<file path="config.mk">
export PLATFORM = sky130hd
export DESIGN_NAME = pipe_ctrl
export DESIGN_NICKNAME = d
export VERILOG_FILES = /design/src/rtl/pipe_ctrl.sv
export SDC_FILE = /design/constraint.sdc
export NUM_CORES = 1
export LEC_CHECK = 0
export ABC_CLOCK_PERIOD_IN_PS = 1700
export BUFFER_PORTS_ARGS = -buffer_cell sky130_fd_sc_hd__buf_2
export CORE_MARGIN = 2
export CORE_UTILIZATION = 48
export DETAILED_ROUTE_END_ITERATION = 7
export PLACE_DENSITY_LB_ADDON = 0.08
export SYNTH_ARGS = -nofsm -noshare
export SYNTH_HDL_FRONTEND = slang
export SYNTH_SLANG_ARGS = --single-unit
</file>
<file path="constraint.sdc">
create_clock -name clk -period 1.7 [get_ports clk]
set_input_delay 0.34 -clock clk [delete_from_list [all_inputs] [get_ports clk]]
set_output_delay 0.34 -clock clk [all_outputs]
set_load 0.03 [all_outputs]
</file>
<file path="src/rtl/pipe_ctrl.sv">
// Purpose : hazard, forwarding, branch-flush and halt control for a 5-stage in-order pipeline.
// Latency : stall/flush/bubble/fwd_sel are combinational in the same cycle; hlt and retired are registered.
// Backpres: stall holds PC and IF/ID; bubble injects a NOP into ID/EX; flush kills IF/ID on a taken branch.
//
// Ports:
//   clk, rst_n                  clock, asynchronous active-low reset
//   id_valid/id_hlt/id_we/id_ld ID-stage instruction flags
//   id_rd/id_src0/id_src1       ID-stage register addresses
//   id_use0/id_use1             ID instruction reads src0/src1
//   ex_br_taken                 branch in EX resolved taken
//   stall/flush/bubble          pipeline control
//   fwd_sel0/fwd_sel1           EX operand source: 00 RF, 01 EX/MEM, 10 MEM/WB
//   hlt                         processor halted
//   retired                     count of instructions reaching WB (wraps)
module pipe_ctrl #(
   parameter int RA       = 4,
   parameter int CNT_W    = 16,
   parameter int ZERO_REG = 1
) (
   input  logic             clk,
   input  logic             rst_n,
   input  logic             id_valid,
   input  logic             id_hlt,
   input  logic             id_we,
   input  logic             id_ld,
   input  logic [RA-1:0]    id_rd,
   input  logic [RA-1:0]    id_src0,
   input  logic [RA-1:0]    id_src1,
   input  logic             id_use0,
   input  logic             id_use1,
   input  logic             ex_br_taken,
   output logic             stall,
   output logic             flush,
   output logic             bubble,
   output logic [1:0]       fwd_sel0,
   output logic [1:0]       fwd_sel1,
   output logic             hlt,
   output logic [CNT_W-1:0] retired
);

   typedef struct packed {
      logic          v;
      logic          we;
      logic          ld;
      logic [RA-1:0] rd;
      logic [RA-1:0] src0;
      logic [RA-1:0] src1;
      logic          use0;
      logic          use1;
   } stage_t;

   typedef enum logic [1:0] {
      S_RUN    = 2'd0,
      S_DRAIN  = 2'd1,
      S_HALTED = 2'd2
   } state_t;

   state_t           r_state;
   logic [2:0]       r_drain_cnt;
   logic             r_hlt;
   stage_t           r_ex;
   stage_t           r_mem;
   stage_t           r_wb;
   logic [CNT_W-1:0] r_retired;

   stage_t w_id;
   logic   w_run;
   logic   w_load_use;
   logic   w_flush;
   logic   w_lu_stall;
   logic   w_halt_go;
   logic   w_stall;
   logic   w_bubble;
   logic   w_unused_wb;

   // A stage produces register a only if it is a live writer; r0 never
   // counts when it is hardwired to zero.
   function automatic logic f_match(input stage_t s, input logic [RA-1:0] a);
      return s.v && s.we && (s.rd == a) && !((ZERO_REG != 0) && (s.rd == '0));
   endfunction

   // MEM is the younger producer, so it wins over WB.
   function automatic logic [1:0] f_fwd(input logic use_n, input logic [RA-1:0] src);
      if (use_n && f_match(r_mem, src))
         return 2'b01;
      else if (f_match(r_wb, src))
         return 2'b10;
      else
         return 2'b00;
   endfunction

   always_comb begin
      w_id      = '0;
      w_id.v    = id_valid;
      w_id.we   = id_we;
      w_id.ld   = id_ld;
      w_id.rd   = id_rd;
      w_id.src0 = id_src0;
      w_id.src1 = id_src1;
      w_id.use0 = id_use0;
      w_id.use1 = id_use1;
   end

   assign w_run      = (r_state == S_RUN);
   assign w_load_use = id_valid && r_ex.ld &&
                       ((id_use0 && f_match(r_ex, id_src0)) ||
                        (id_use1 && f_match(r_ex, id_src1)));
   // A taken branch kills whatever sits in ID, so it pre-empts a load-use stall
   // and discards a halt waiting there.
   assign w_flush    = w_run && ex_br_taken;
   assign w_lu_stall = w_run && w_load_use && !ex_br_taken;
   assign w_halt_go  = w_run && id_valid && id_hlt && !ex_br_taken && !w_load_use;
   // Once draining or halted the front end is frozen and only NOPs enter EX.
   assign w_stall    = w_lu_stall || !w_run;
   assign w_bubble   = w_flush || w_lu_stall || w_halt_go || !w_run;

   // Control outputs are forced low while reset is held, whatever ID presents.
   assign stall    = rst_n && w_stall;
   assign flush    = rst_n && w_flush;
   assign bubble   = rst_n && w_bubble;
   assign fwd_sel0 = f_fwd(r_ex.use0, r_ex.src0);
   assign fwd_sel1 = f_fwd(r_ex.use1, r_ex.src1);
   assign hlt      = r_hlt;
   assign retired  = r_retired;

   // WB operand fields are kept so the shadow mirrors the real pipeline; only
   // v/we/rd are consulted there.
   assign w_unused_wb = ^{r_wb.ld, r_wb.src0, r_wb.src1, r_wb.use0, r_wb.use1};

   always_ff @(posedge clk or negedge rst_n) begin
      if (!rst_n) begin
         r_ex  <= '0;
         r_mem <= '0;
         r_wb  <= '0;
      end else begin
         r_wb   <= r_mem;
         r_mem  <= r_ex;
         r_ex   <= w_id;
         r_ex.v <= id_valid && !w_bubble;
      end
   end

   // Counting WB occupancy freezes the count naturally once the pipe drains.
   always_ff @(posedge clk or negedge rst_n) begin
      if (!rst_n)
         r_retired <= '0;
      else if (r_wb.v)
         r_retired <= r_retired + CNT_W'(1);
   end

   always_ff @(posedge clk or negedge rst_n) begin
      if (!rst_n) begin
         r_state     <= S_RUN;
         r_drain_cnt <= 3'd0;
         r_hlt       <= 1'b0;
      end else begin
         case (r_state)
            S_RUN: begin
               if (w_halt_go) begin
                  r_state     <= S_DRAIN;
                  r_drain_cnt <= 3'd0;
               end
            end
            S_DRAIN: begin
               // Three drain cycles flush the EX, MEM and WB shadows.
               if (r_drain_cnt == 3'd2) begin
                  r_state <= S_HALTED;
                  r_hlt   <= 1'b1;
               end else begin
                  r_drain_cnt <= r_drain_cnt + 3'd1;
               end
            end
            S_HALTED: begin
               r_state <= S_HALTED;
               r_hlt   <= 1'b1;
            end
            default: begin
               r_state     <= S_RUN;
               r_drain_cnt <= 3'd0;
               r_hlt       <= 1'b0;
            end
         endcase
      end
   end

endmodule

</file>
### After elaboration in Yosys (flattened, before gate mapping)

Cells that the tools add are included.

* register bits after elaboration: 51
* input bits: 21
* output and inout port bits: 24
* logic and storage cells: 97

* $add $sub $neg: 2
* equality and inequality tests: 12
* muxes and demuxes: 12
* bitwise logic cells: 2
* reduce and logical (&&, ||, !) cells: 51

Operator list (number)
* logical AND 1 bit: 32
* == test 4 bit: 6
* adder 16 x 1 -> 16 bit (second input constant): 1
* logical NOT 4 bit: 3
* 2-to-1 mux 2 bit: 6
* one-hot mux 3 bit (3 select lines): 1
* logical NOT 1 bit: 7
* 2-to-1 mux 3 bit: 2
* one-hot mux 2 bit (3 select lines): 1
* logical OR 1 bit: 5
* inequality test 2 bit (second input constant): 2
* AND reduction 2 bit: 2
* adder 3 x 1 -> 3 bit (second input constant): 1
* == test 3 x 2 -> 1 bit (second input constant): 1
* one-hot mux 1 bit (3 select lines): 1
* AND reduction 3 bit: 1
* == test 2 x 1 -> 1 bit (second input constant): 1
* == test 2 bit (second input constant): 1
* logical NOT 2 bit: 1
* inequality test 2 x 1 -> 1 bit (second input constant): 1
* inverter 1 bit: 2
* 2-to-1 mux 1 bit: 1

### Logic depth before layout (Yosys ltp)

* depth in word-level cells: 13
* mapped depth: 6
* gate-level depth less buffers: 6

### Least setup slack after synthesis

OpenSTA, ideal clock, no wires.

* path kind: reg2out
* from: register r_mem[10] (netlist name)
* to: output fwd_sel1[1]
* data arrival time: 2.096 ns
* required time: 1.360 ns
* path slack: -0.736 ns
* cell stages (with the launch flop): 6
* path buffers: 0
* cells stage by stage: dfrtp_1 -> or4_1 -> nand3_1 -> nor4_1 -> and3_1 -> nor3_1

* longest elaborated chain between the ends: 5
* elaborated cells on any way between the ends: 7
* those cells by class: eq/ne (1); mux (1); reduce/logical (5)

RTL lines
* start, declared: line 62 `stage_t r_mem;`
* start signal, assigned: line 137 `r_mem <= r_ex;`
* == test 4 bit or logical NOT 4 bit (tied branches): line 79 `return s.v && s.we && (s.rd == a) && !((ZERO_REG != 0) && (s.rd == '0));`
* logical AND 1 bit or logical NOT 1 bit (tied branches): line 79
* logical AND 1 bit (*): line 79
* logical AND 1 bit (*): line 84 `if (use_n && f_match(r_mem, src))`
* 2-to-1 mux 2 bit (*): line 84
* end, declared: line 36 `output logic [1:0] fwd_sel1,`

Mark *: on every way between the ends. The rest lies on a longest branch, timed or not.

### Final worst setup path

* from: register r_ex[10] (netlist name)
* to: output bubble

* longest elaborated chain between the ends: 12
* elaborated cells on any way between the ends: 20
* those cells by class: eq/ne (2); reduce/logical (18)

RTL lines
* start, declared: line 61 `stage_t r_ex;`
* start signal, assigned: line 138 `r_ex <= w_id;`
* == test 4 bit or logical NOT 4 bit (tied branches): line 79
* logical AND 1 bit or logical NOT 1 bit (tied branches): line 79
* logical AND 1 bit: line 79
* logical AND 1 bit, on equally long branches: line 106, 107
* logical OR 1 bit (*): line 106 `((id_use0 && f_match(r_ex, id_src0)) ||`
* logical AND 1 bit (*): line 105 `assign w_load_use = id_valid && r_ex.ld &&`
* logical AND 1 bit (2 in a row): line 111 `assign w_lu_stall = w_run && w_load_use && !ex_br_taken;`
* logical OR 1 bit: line 115 `assign w_bubble = w_flush || w_lu_stall || w_halt_go || !w_run;`
* logical OR 1 bit (*) (2 in a row): line 115
* logical AND 1 bit (*): line 120 `assign bubble = rst_n && w_bubble;`
* end, declared: line 34 `output logic bubble,`

Marked as above.

==> impl_metrics.tcl <==
set metrics [dict create \
    slew_headroom 0.749 \
    critPathLaunch "r_ex[10]" \
    synth_area_um2 2190 \
    cts_tree "built" \
    grt_pass1_wl_um 7870 \
    gp_congestion 0.832 \
    start_util 0.500 \
    cts_root_buf "clkbuf_8" \
    tightestPinTransition_ns 0.375 \
    portBuffers 44 \
    critPathMaxFanout 3 \
    syn_to_final_growth_pct 38.0 \
    ir_drop_mv 0.539 \
    worst_slack_ns -0.667 \
    cts_buffer_depth 2 \
    grtUsageMet3 0.0450 \
    dpl.hpwl_um 3530 \
    rsz0062_at_grt "true" \
    whs_ns 0.0665 \
    drc 0 \
    synth_top_cell_by_area "dfrtp_1" \
    synth_top_area_share 0.582 \
    insertion_delay_ns 0.30 \
    use_met1 0.230 \
    nFillCells 343 \
    cts_hold_buf 0 \
    status "complete, but fails checks" \
    setup_violations 12 \
    synthTopCellsByCount "dfrtp_1 (51), xnor2_1 (24), nand2_1 (12), xor2_1 (12), nand3_1 (8)" \
    period_share 1.39 \
    yosysMostFrequentCell "dfrtp_1" \
    viasPerCell 5.15 \
    postSynthCellCount 172 \
    period_needed_ns 2.37 \
    ant_nets 0 \
    core_area_um2 4380 \
    power.density_nw_per_um2 707 \
    globalRouteMet2Util 0.353 \
    drv_cap 0 \
    seq_area_frac_synth 0.582 \
    syn_avg_cell_area_um2 12.7 \
    final.setup.tns_ns -4.21 \
    critPathRequiredTime_ns 1.36 \
    routedWlPerCell_um 14.7 \
    grt_overflow_total 0 \
    arrival_ns 2.03 \
    nets 287 \
    violations "setup timing" \
    yosysWarningCount 0 \
    ys_types 36 \
    skew_ns 0.00655 \
    cts_made_buffers 5 \
    drv_slew 0 \
    critPathCaptureType "output pin" \
    synth-seq-cells 51 \
    critPathKind "flop to output pin" \
    power_w 0.00214 \
    ctsHtreeMaxLevel 2 \
    dieHeight_um 71.6 \
    fp-row-count 24 \
    drt-total-wl_um 4590 \
    finalHoldViolCount 0 \
    synthFlopType "dfrtp_1" \
    synth_fp_nets 199 \
    clkTransAtPathRegs_ns 0.09 \
    r2r_start "r_ex[10]" \
    grt_usage 0.200 \
    die_area_um2 5120 \
    cts.sinks 51 \
    io_pins 45 \
    diodes 0 \
    grt_pass1_vias 1775 \
    vias 1611 \
    drive_gt1_frac 0.452 \
    p_leak_nw 1.47 \
    grt_max_degree 30 \
    clock.fmax_mhz 423 \
    min_path_type "input pin to asynchronous set/reset pin" \
    async_flop_share 1.00 \
    synth_edf_count 0 \
    gr-max-usage-layer "met2" \
    worstSetupStartpointType "flop" \
    synth_area_leaders "dfrtp_1 (58%), xnor2_1 (9.6%), xor2_1 (4.8%), ha_1 (3.4%), nand2_1 (2.1%)" \
    grt_antenna_before_repair 0 \
    drtPass1Iterations 4 \
    drt_iter0_markers 61 \
    die_w_um 71.6 \
]
==> final cells by class <==
type	count	area, um2	share of cell area
Timing Repair Buffer	81	557	0.184
Clock buffer	6	72.6	0.0240
Sequential cell	51	1280	0.423
Inverter	7	26.3	0.00868
Tap cell	52	65.1	0.0215
Multi-Input combinational cell	114	1010	0.335
Clock inverter	2	12.5	0.00414
==> stage by stage <==
stage	area [um2]	worst slack, ns	std cells	utilization
2_1_floorplan	2260	-0.253	172	-
3_3_place_gp	2790	-0.342	301	0.637
3_5_place_dp	2790	-0.378	301	0.637
4_1_cts	2950	-0.667	311	0.673
5_1_grt	3030	-0.749	313	0.690
6_report	3030	-0.667	313	0.690
==> critical path: stages (launching register included) <==
cell and delay (ns):
dfrtp_1 0.42, buf_4 0.16, buf_4 0.14, xnor2_2 0.13, nand2_1 0.09, nor3_2 0.06
or3b_4 0.44, nor2_4 0.11, a21boi_4 0.06, buf_6 0.13
==> registers in the layout, indices dropped and copies added, names as in the netlist <==
signal,count
r_mem,6
retired,16
hlt,1
r_ex,17
r_wb,6
r_state,2
r_drain_cnt,3
==> cell usage in the layout (no fill, tap or decap), types with 2 or more instances in the layout <==
master,n
nor3_4,2
xnor2_1,23
nand2_1,12
dfrtp_2,2
inv_1,6
or2b_1,2
buf_4,33
nor4_2,2
a21oi_1,2
buf_6,11
and3_4,3
xor2_1,11
nor3_1,2
mux2_2,2
ha_1,6
clkbuf_8,5
dfrtp_1,49
and3_1,2
nor2_1,5
nand3_1,7
nor4b_4,2
nand4_1,6
buf_2,37
==> routing by layer <==
layer | share of wire | wire (um)
met5 | 0 | 0
met4 | 0.030 | 138
met3 | 0.045 | 206
met2 | 0.53 | 2430
met1 | 0.40 | 1820
==> cell families after synthesis <==
logic type | Yosys count | share of synthesized area
xor gates and xnor gates | 36 | 0.144
and+or+nand+nor | 56 | 0.150
DFF | 51 | 0.582
buffers and inverters | 7 | 0.0120
muxes | 4 | 0.0217
AOI/OAI and AO/OA | 12 | 0.0565
adders and majority gates | 6 | 0.0342
==> power breakdown <==
group	total [W]	leakage [nW]	internal (W)	switching (W)
Clock	0.000666	0.0412	0.000288	0.000378
Combinational	0.000203	0.791	0.000106	0.0000972
Sequential	0.00127	0.634	0.00124	0.0000263
Total	0.00214	1.47	0.00164	0.000502
==> final timing paths <==
kind	to	slack (ns)	cells past startpoint
worst max-delay path	bubble	-0.67	9
min in group clk	r_ex[13]	0.14	1
worst min register to register	r_wb[16]	0.43	0
max in group asynchronous	r_ex[13]	1.32	2
worst min-delay path	retired[11]	0.07	2
worst max register to register	r_drain_cnt[1]	-0.33	6
==> what timing repair did <==
| action | 4_1_cts | 5_1_grt |
|---|---|---|
| buffers inserted | 2 | 2 |
| pin swaps | 7 | 8 |
| setup endpoints to repair | 13 | 16 |
| gates resized for setup | 17 | 12 |
(Power assumes the default switching activity.)
